===== config.mk =====
export PLATFORM = sky130hd
export DESIGN_NAME = huff_bit_decoder
export DESIGN_NICKNAME = d
export VERILOG_FILES = /design/src/rtl/huff_bit_decoder.sv
export SDC_FILE = /design/constraint.sdc
export NUM_CORES = 1
export LEC_CHECK = 0
export CAP_MARGIN = 20
export CORE_MARGIN = 5
export CORE_UTILIZATION = 35
export DETAILED_ROUTE_END_ITERATION = 6
export GPL_TIMING_DRIVEN = 0
export PLACE_DENSITY_LB_ADDON = 0.3
export SLEW_MARGIN = 20
export SYNTH_ARGS = -nofsm -noshare
export SYNTH_HDL_FRONTEND = slang
export SYNTH_SLANG_ARGS = --single-unit

===== constraint.sdc =====
create_clock -name CLK -period 35.5 [get_ports CLK]
set_input_delay 10.65 -clock CLK [delete_from_list [all_inputs] [get_ports CLK]]
set_output_delay 10.65 -clock CLK [all_outputs]
set_load 0.01 [all_outputs]

===== src/rtl/huff_bit_decoder.sv =====
// huff_bit_decoder
//   Serial Huffman decoder. It holds a 16-entry code table of
//   {len, code}, shifts in one encoded bit per accepted handshake, and
//   emits the matching 4-bit symbol on a registered valid/ready port.
//
// Ports
//   CLK, RST          clock, asynchronous active-high reset
//   tbl_we/addr/len/code  table write; len == 0 marks an unused entry
//   tbl_clr           invalidate all entries and clear err (beats tbl_we)
//   bit_in/valid/ready    encoded bit stream, MSB of each code first
//   sym_out/valid/ready   decoded symbol output
//   err               sticky: no code matched within MAXLEN bits
//   sym_cnt           wrapping count of delivered symbols
module huff_bit_decoder #(
  parameter int unsigned MAXLEN = 15,
  parameter int unsigned CNTW   = 16
) (
  input  logic              CLK,
  input  logic              RST,
  input  logic              tbl_we,
  input  logic [3:0]        tbl_addr,
  input  logic [3:0]        tbl_len,
  input  logic [MAXLEN-1:0] tbl_code,
  input  logic              tbl_clr,
  input  logic              bit_in,
  input  logic              bit_valid,
  output logic              bit_ready,
  output logic [3:0]        sym_out,
  output logic              sym_valid,
  input  logic              sym_ready,
  output logic              err,
  output logic [CNTW-1:0]   sym_cnt
);

  logic [3:0]        len_q  [16];
  logic [MAXLEN-1:0] code_q [16];

  logic [MAXLEN-1:0] acc_q, acc_d;
  logic [3:0]        n_q, n_d;
  logic [3:0]        sym_out_q, sym_out_d;
  logic              sym_valid_q, sym_valid_d;
  logic              err_q, err_d;
  logic [CNTW-1:0]   cnt_q, cnt_d;

  logic              accept;
  logic [MAXLEN:0]   acc_wide;
  logic [MAXLEN-1:0] acc_next;
  logic [3:0]        n_next;
  logic              hit;
  logic [3:0]        hit_idx;

  // Table storage; clear takes priority over a write in the same cycle.
  always_ff @(posedge CLK or posedge RST) begin
    if (RST) begin
      for (int unsigned i = 0; i < 16; i++) begin
        len_q[i]  <= '0;
        code_q[i] <= '0;
      end
    end else if (tbl_clr) begin
      for (int unsigned i = 0; i < 16; i++) begin
        len_q[i] <= '0;
      end
    end else if (tbl_we) begin
      len_q[tbl_addr]  <= tbl_len;
      code_q[tbl_addr] <= tbl_code;
    end
  end

  assign bit_ready = !sym_valid_q || sym_ready;
  assign accept    = bit_valid && bit_ready;

  // Widened shift keeps the expression legal for MAXLEN == 1.
  assign acc_wide = {acc_q, bit_in};
  assign acc_next = acc_wide[MAXLEN-1:0];
  assign n_next   = n_q + 4'd1;

  // Match search; the first hit in ascending index order is kept, so the
  // lowest index wins on an ill-formed table.
  always_comb begin
    hit     = 1'b0;
    hit_idx = '0;
    for (int unsigned i = 0; i < 16; i++) begin
      if (!hit && (len_q[i] != 4'd0) && (len_q[i] == n_next) &&
          (code_q[i] == acc_next)) begin
        hit     = 1'b1;
        hit_idx = 4'(i);
      end
    end
  end

  always_comb begin
    acc_d       = acc_q;
    n_d         = n_q;
    sym_out_d   = sym_out_q;
    sym_valid_d = sym_valid_q;
    err_d       = err_q;
    cnt_d       = cnt_q;

    if (sym_valid_q && sym_ready) begin
      sym_valid_d = 1'b0;
      cnt_d       = cnt_q + CNTW'(1);
    end

    // A match in the handoff cycle re-raises valid, so one bit per cycle
    // streams without bubbles.
    if (accept) begin
      if (hit) begin
        sym_out_d   = hit_idx;
        sym_valid_d = 1'b1;
        acc_d       = '0;
        n_d         = '0;
      end else if (n_next == 4'(MAXLEN)) begin
        err_d = 1'b1;
        acc_d = '0;
        n_d   = '0;
      end else begin
        acc_d = acc_next;
        n_d   = n_next;
      end
    end

    if (tbl_clr) begin
      err_d = 1'b0;
    end
  end

  always_ff @(posedge CLK or posedge RST) begin
    if (RST) begin
      acc_q       <= '0;
      n_q         <= '0;
      sym_out_q   <= '0;
      sym_valid_q <= 1'b0;
      err_q       <= 1'b0;
      cnt_q       <= '0;
    end else begin
      acc_q       <= acc_d;
      n_q         <= n_d;
      sym_out_q   <= sym_out_d;
      sym_valid_q <= sym_valid_d;
      err_q       <= err_d;
      cnt_q       <= cnt_d;
    end
  end

  assign sym_out   = sym_out_q;
  assign sym_valid = sym_valid_q;
  assign err       = err_q;
  assign sym_cnt   = cnt_q;

endmodule


* Word-level counts from Yosys, hierarchy flattened *
Index checks and enable logic that the tools add are counted.

storage, ports and cells
  logic and storage cells = 217
  bits in registers = 344
  input port bits = 30

cells by class
  equality and inequality tests = 34
  magnitude comparators = 2
  mux-type cells = 50
  add/sub/neg operators = 2
  bitwise gates (word level) = 2
  reduce and logical (&&, ||, !) cells = 89

operator list
  kind                                                                          number
  240-bit bitwise mux                                                           1
  15-bit == test                                                                16
  64-bit 2-to-1 mux                                                             2
  4-bit 2-to-1 mux                                                              17
  64-bit bitwise mux                                                            1
  4-bit == test                                                                 16
  4-bit nonzero test                                                            16
  15-bit demux with 4-bit select                                                1
  1-bit logical AND                                                             50
  14-bit 2-to-1 mux                                                             2
  1-bit 2-to-1 mux                                                              24
  16-bit by 1-bit adder with 16-bit output, second input constant               1
  4-bit demux with 4-bit select                                                 1
  1-bit logical NOT                                                             16
  15-bit 2-to-1 mux                                                             1
  2-bit nonzero test                                                            3
  5-bit >= comparator, second input constant                                    1
  5-bit by 1-bit less-than comparator with 1-bit output, second input constant  1
  4-bit NOT with 5-bit output                                                   1
  4-bit by 1-bit adder with 4-bit output, second input constant                 1
  4-bit == test, second input constant                                          1
  2-bit AND reduction                                                           2
  3-bit AND reduction                                                           1
  2-bit != test, second input constant                                          1
  other kinds (2)                                                               2

* Depth between registers and ports, before layout *
Gate-level depths: netlist (run 1).

  word-level depth = 83
  depth in mapped cells = 16
  mapped depth without buffers = 10

* Least setup slack after synthesis (run 1) *
Ideal clock, no wire load.

  kind = in2out
  start = input sym_ready
  end = output bit_ready
  cell stages on the path = 1
  arrival = 10837 ps
  path slack = 14013 ps
  data required time = 24850 ps
  path through = nand2b_1

on the way
  cells in the longest elaborated chain, start to end = 1

ends and longest elaborated chain
  element             RTL line  source
  start: declaration  30        input logic sym_ready,
  1-bit logical OR    69        assign bit_ready = !sym_valid_q || sym_ready;
  end: declaration    27        output logic bit_ready,

No other way between the ends.

* Worst setup path after layout (run 1) *
Ends and elaborated chain as after synthesis.

==> insert_results.sql, run 1 <==
INSERT INTO impl_metrics (metric_group, metric, value, unit) VALUES
('run_status', 'run_status', 'completed', ''),
('place', 'gp_congestion', '0.983', ''),
('setup_path', 'maximum_fanout_encountered_on_the_critical_timing_path', '4', ''),
('logic_synthesis', 'synth-edff-count', '0', ''),
('finish', 'fill_cells', '4956', ''),
('logic_synthesis', 'postSynthCellCount', '1848', ''),
('timing', 'post-route-min-period', '22.53', 'ns'),
('setup_path', 'crit_path_start_kind', 'input port', ''),
('finish', 'nets', '1972', ''),
('grt', 'antenna_found_initial', '2', ''),
('clock_network', 'cts-resized-gates', '0', ''),
('clock_network', 'clock-sinks', '344', ''),
('die', 'die_h', '236', 'um'),
('pwr', 'p_leak', '9.65', 'nW'),
('logic_synthesis', 'yosysWarningCount', '0', ''),
('timing', 'worst_slew_slack_as_a_fraction_of_its_limit', '18.9', '%'),
('worst_hold_path', 'worstHoldPathType', 'reg -> reg', ''),
('logic_synthesis', 'yosysTopAreaCellShare', '48.0', '%'),
('drt', 'drtAntennaViolNets', '0', ''),
('clock_network', 'tritoncts', 'built', ''),
('clock_network', 'cts.reportedPaths.clkPinSlew', '0.05', 'ns'),
('logic_synthesis', 'synthTopCellsByArea', 'dfrtp_1 (48%), nand2_1 (12%), xnor2_1 (7.7%), xor2_1 (6.9%), mux2_2 (4.8%)', ''),
('timing', 'final-max-slew-violation-count', '0', ''),
('timing', 'whs', '0.467', 'ns'),
('finish', 'layout-area-overhead-vs-synth', '14.6', '%'),
('timing', 'grt_setup_unrepaired', 'no', ''),
('logic_synthesis', 'synth-async-reset-ratio', '100', '%'),
('pwr', 'powerDensity', '65.1', 'nW/um^2'),
('logic_synthesis', 'synth_nets', '1881', ''),
('drt', 'post_drt_via_cell_ratio', '5.50', ''),
('setup_path', 'required', '24.85', 'ns'),
('grt', 'global_route.overflow_total', '0', ''),
('setup_path', 'crit_path_end_kind', 'output port', ''),
('timing', 'final_min_period_over_clock_period', '63.5', '%'),
('timing', 'setup_viol', '0', ''),
('clock_network', 'cts_inserted_buffers', '39', ''),
('finish', 'fraction_of_layout_cells_with_a_size_suffix_above_1', '10.2', '%'),
('pwr', 'max_ir_drop_vdd', '0.0380', 'mV'),
('drt', 'drt_iter0_markers', '1494', ''),
('die', 'fp.dieArea', '55900', 'sq um'),
('clock_network', 'cts.path.max_buffers', '3', ''),
('finish', 'postLayoutCellArea', '20600', 'sq um'),
('clock_network', 'post_cts_setup_buffers', '0', ''),
('logic_synthesis', 'post_synthesis_register_bit_count', '344', ''),
('grt', 'grtUsageTotal', '22.1', '%'),
('timing', 'worst_clock_skew', '0.0245', 'ns'),
('logic_synthesis', 'area_of_the_mapped_netlist', '17900', 'sq um'),
('drt', 'post_drt_wl_per_cell', '24.0', 'um'),
('drt', 'totalWireLength', '63.5', 'mm'),
('clock_network', 'clk_root_buffer_cell', 'clkbuf_16', ''),
('job', 'cap_viol_max_count', '0', ''),
('die', 'die-width', '236', 'um'),
('logic_synthesis', 'average_cell_area_after_synthesis', '9.70', 'sq um'),
('timing', 'finalHoldViolCount', '0', ''),
('grt', 'maximum_number_of_pins_on_one_net_before_global_route_repair', '106', ''),
('logic_synthesis', 'ys.flop_type', 'dfrtp_1', ''),
('logic_synthesis', 'yosysTopAreaCell', 'dfrtp_1', ''),
('grt', 'first_global_vias', '14300', ''),
('place', 'place.port_buffers', '45', ''),
('die', 'floorplan.rows', '83', ''),
('timing', 'fin_tns_setup', '0', 'ns'),
('timing', 'max_freq', '0.0444', 'GHz'),
('setup_path', 'critPathArrivalTime', '11.88', 'ns'),
('setup_path', 'crit_type', 'in -> out', ''),
('die', 'num_io_pins', '53', ''),
('drt', 'remaining_drc_errors', '0', ''),
('die', 'core-area', '51000', 'sq um'),
('timing', 'worst-slew-pin-transition', '1.22', 'ns'),
('drt', 'vias', '14500', ''),
('clock_network', 'clkLatencyLatePin', '0.57', 'ns'),
('logic_synthesis', 'synth.distinct_cells', '68', ''),
('grt', 'grt_first_pass_wirelength', '93.2', 'mm'),
('logic_synthesis', 'synth.yosys.seq_area_share', '48.0', '%'),
('place', 'placement.cell_area', '19300', 'sq um'),
('die', 'initial_core_utilization', '35.2', '%'),
('place', 'dp_hpwl', '43.2', 'mm'),
('drt', 'drt_pass1_iterations', '5', ''),
('clock_network', 'maximum_level_of_the_cts_h_tree', '2', ''),
('clock_network', 'post_cts_hold_buffer_count', '0', ''),
('finish', 'final_core_util', '40.3', '%');
flip-flops by register name (all words and copies together) (netlist names):
register   count
code_q       240
len_q         64
sym_cnt       16
acc_q         14
n_q            4
sym_out        4
err            1
sym_valid      1
cell usage after synthesis (3+ instances only):
master,number
mux2_2,77
ha_1,3
or3_1,10
a21oi_1,29
a2bb2oi_1,5
and3_1,7
buf_6,3
nand3_1,19
xor2_1,142
dfrtp_1,344
buf_4,6
o2111ai_1,4
clkbuf_1,57
a22o_1,80
nor4b_1,3
buf_2,30
nor3b_1,5
a2111oi_0,3
o21ba_2,3
o21ai_0,5
and2_1,7
and4_4,3
and4_1,12
nor2_1,43
and4b_1,4
nand4_1,67
nor4_1,63
or4_1,4
nand2b_1,10
buf_1,7
inv_1,6
a31oi_1,6
nor3_1,13
nand2_1,559
nor2b_1,9
xnor2_1,158
metrics by stage:
step,setup slack (ns),std cells,power [mW]
global route,12.93,2644,1.39
finish,12.97,2644,1.34
floorplan,14.01,1848,0.795
CTS,12.96,2641,1.34
global placement,11.17,2573,0.936
detailed placement,12.97,2577,0.946
layout by cell type, fill, tap and decap left out, types with 7 or more instances in the layout:
master           synthesis  layout
mux2_2                  77      77
and4_1                  12      12
nand4_1                 67      67
nor2b_1                  9       9
nand2_1                559     559
dfrtp_1                344     344
clkdlybuf4s50_1          0      45
xnor2_1                158     157
a22o_1                  80      80
nor4_1                  63      62
clkbuf_1                57      66
a21oi_1                 29      29
nor2_1                  43      43
and3_1                   7       7
buf_2                   30      31
and2_1                   7       7
nor3_1                  13      13
clkbuf_16                0      41
nand3_1                 19      19
xor2_1                 142     142
buf_1                    7       7
or3_1                   10      10
clkbuf_8                 0       8
nand2b_1                10      10
worst paths after layout:
path | end | startpoint | slack (ns) | cells after the start
max in group asynchronous | code_q[85]$_DFFE_PP0P_ | RST | 23.55 | 4
hold / removal | sym_cnt[15]$_DFFE_PP0P_ | sym_cnt[15]$_DFFE_PP0P_ | 0.47 | 1
setup / recovery | bit_ready | sym_ready | 12.97 | 3
hold reg to reg | sym_cnt[15]$_DFFE_PP0P_ | sym_cnt[15]$_DFFE_PP0P_ | 0.47 | 1
setup reg to reg | sym_out[0]$_DFFE_PP0P_ | n_q[0]$_DFFE_PP0P_ | 29.50 | 16
min in group asynchronous | code_q[183]$_DFFE_PP0P_ | RST | 10.52 | 2
layout make-up:
class,count,area (sq um),area share [%]
tap,680,851,4.14
clock inverter,3,15.0,0.0730
clock buffer,61,1180,5.74
sequential,344,8610,41.9
timing repair buffer,50,549,2.67
inverter,6,30.0,0.146
multi-input combinational,1395,8850,43.0
buffer,103,473,2.30
antenna,2,5.00,0.0243
logic make-up after synthesis:
logic type / after synthesis / share of synthesized area, %
adders and majority gates: 3 / 0.209
DFF: 344 / 48.0
muxes: 79 / 4.97
and+or+nand+nor: 856 / 22.2
AOI/OAI and AO/OA: 151 / 6.56
buffers and inverters: 109 / 2.74
xor gates and xnor gates: 306 / 15.3
metal layers:
| layer | GRT usage (%) | vias to the layer above | share of wire (%) |
|---|---|---|---|
| met2 | 33.6 | 660 | 44 |
| met1 | 30.9 | 7270 | 43 |
| li1 | - | 6475 | - |
| met3 | 4.69 | 142 | 8.7 |
| met5 | 0 | - | 0 |
| met4 | 8.89 | 0 | 4.2 |
where the power goes:
| group | internal (mW) | switching, mW | leakage, nW | total (mW) |
|---|---|---|---|---|
| sequential | 0.453 | 0.0452 | 4.52 | 0.498 |
| clock | 0.227 | 0.163 | 0.589 | 0.390 |
| combinational | 0.165 | 0.286 | 4.53 | 0.450 |
| total | 0.844 | 0.494 | 9.65 | 1.34 |
critical path, stage by stage:
cell and delay [ns]:
clkdlybuf4s50_1 0.49, nand2b_1 0.18, clkdlybuf4s50_1 0.56
(Power assumes the default switching activity.)
==> inputs of run 2 (changes only) <==
clock period = 22.3 ns   (was 35.5 ns; I/O delays follow)
==> results of run 2 <==
Same layout as run 1 (identical final DEF). Status: completed.
Main changes from that run: setup slack after placement 12.97 ns -> 7.69 ns; setup slack after layout 12.97 ns -> 7.69 ns; register-to-register setup slack 29.50 ns -> 16.30 ns; total power 1.34 mW -> 2.13 mW; worst IR drop on VDD 0.0380 mV -> 0.0605 mV
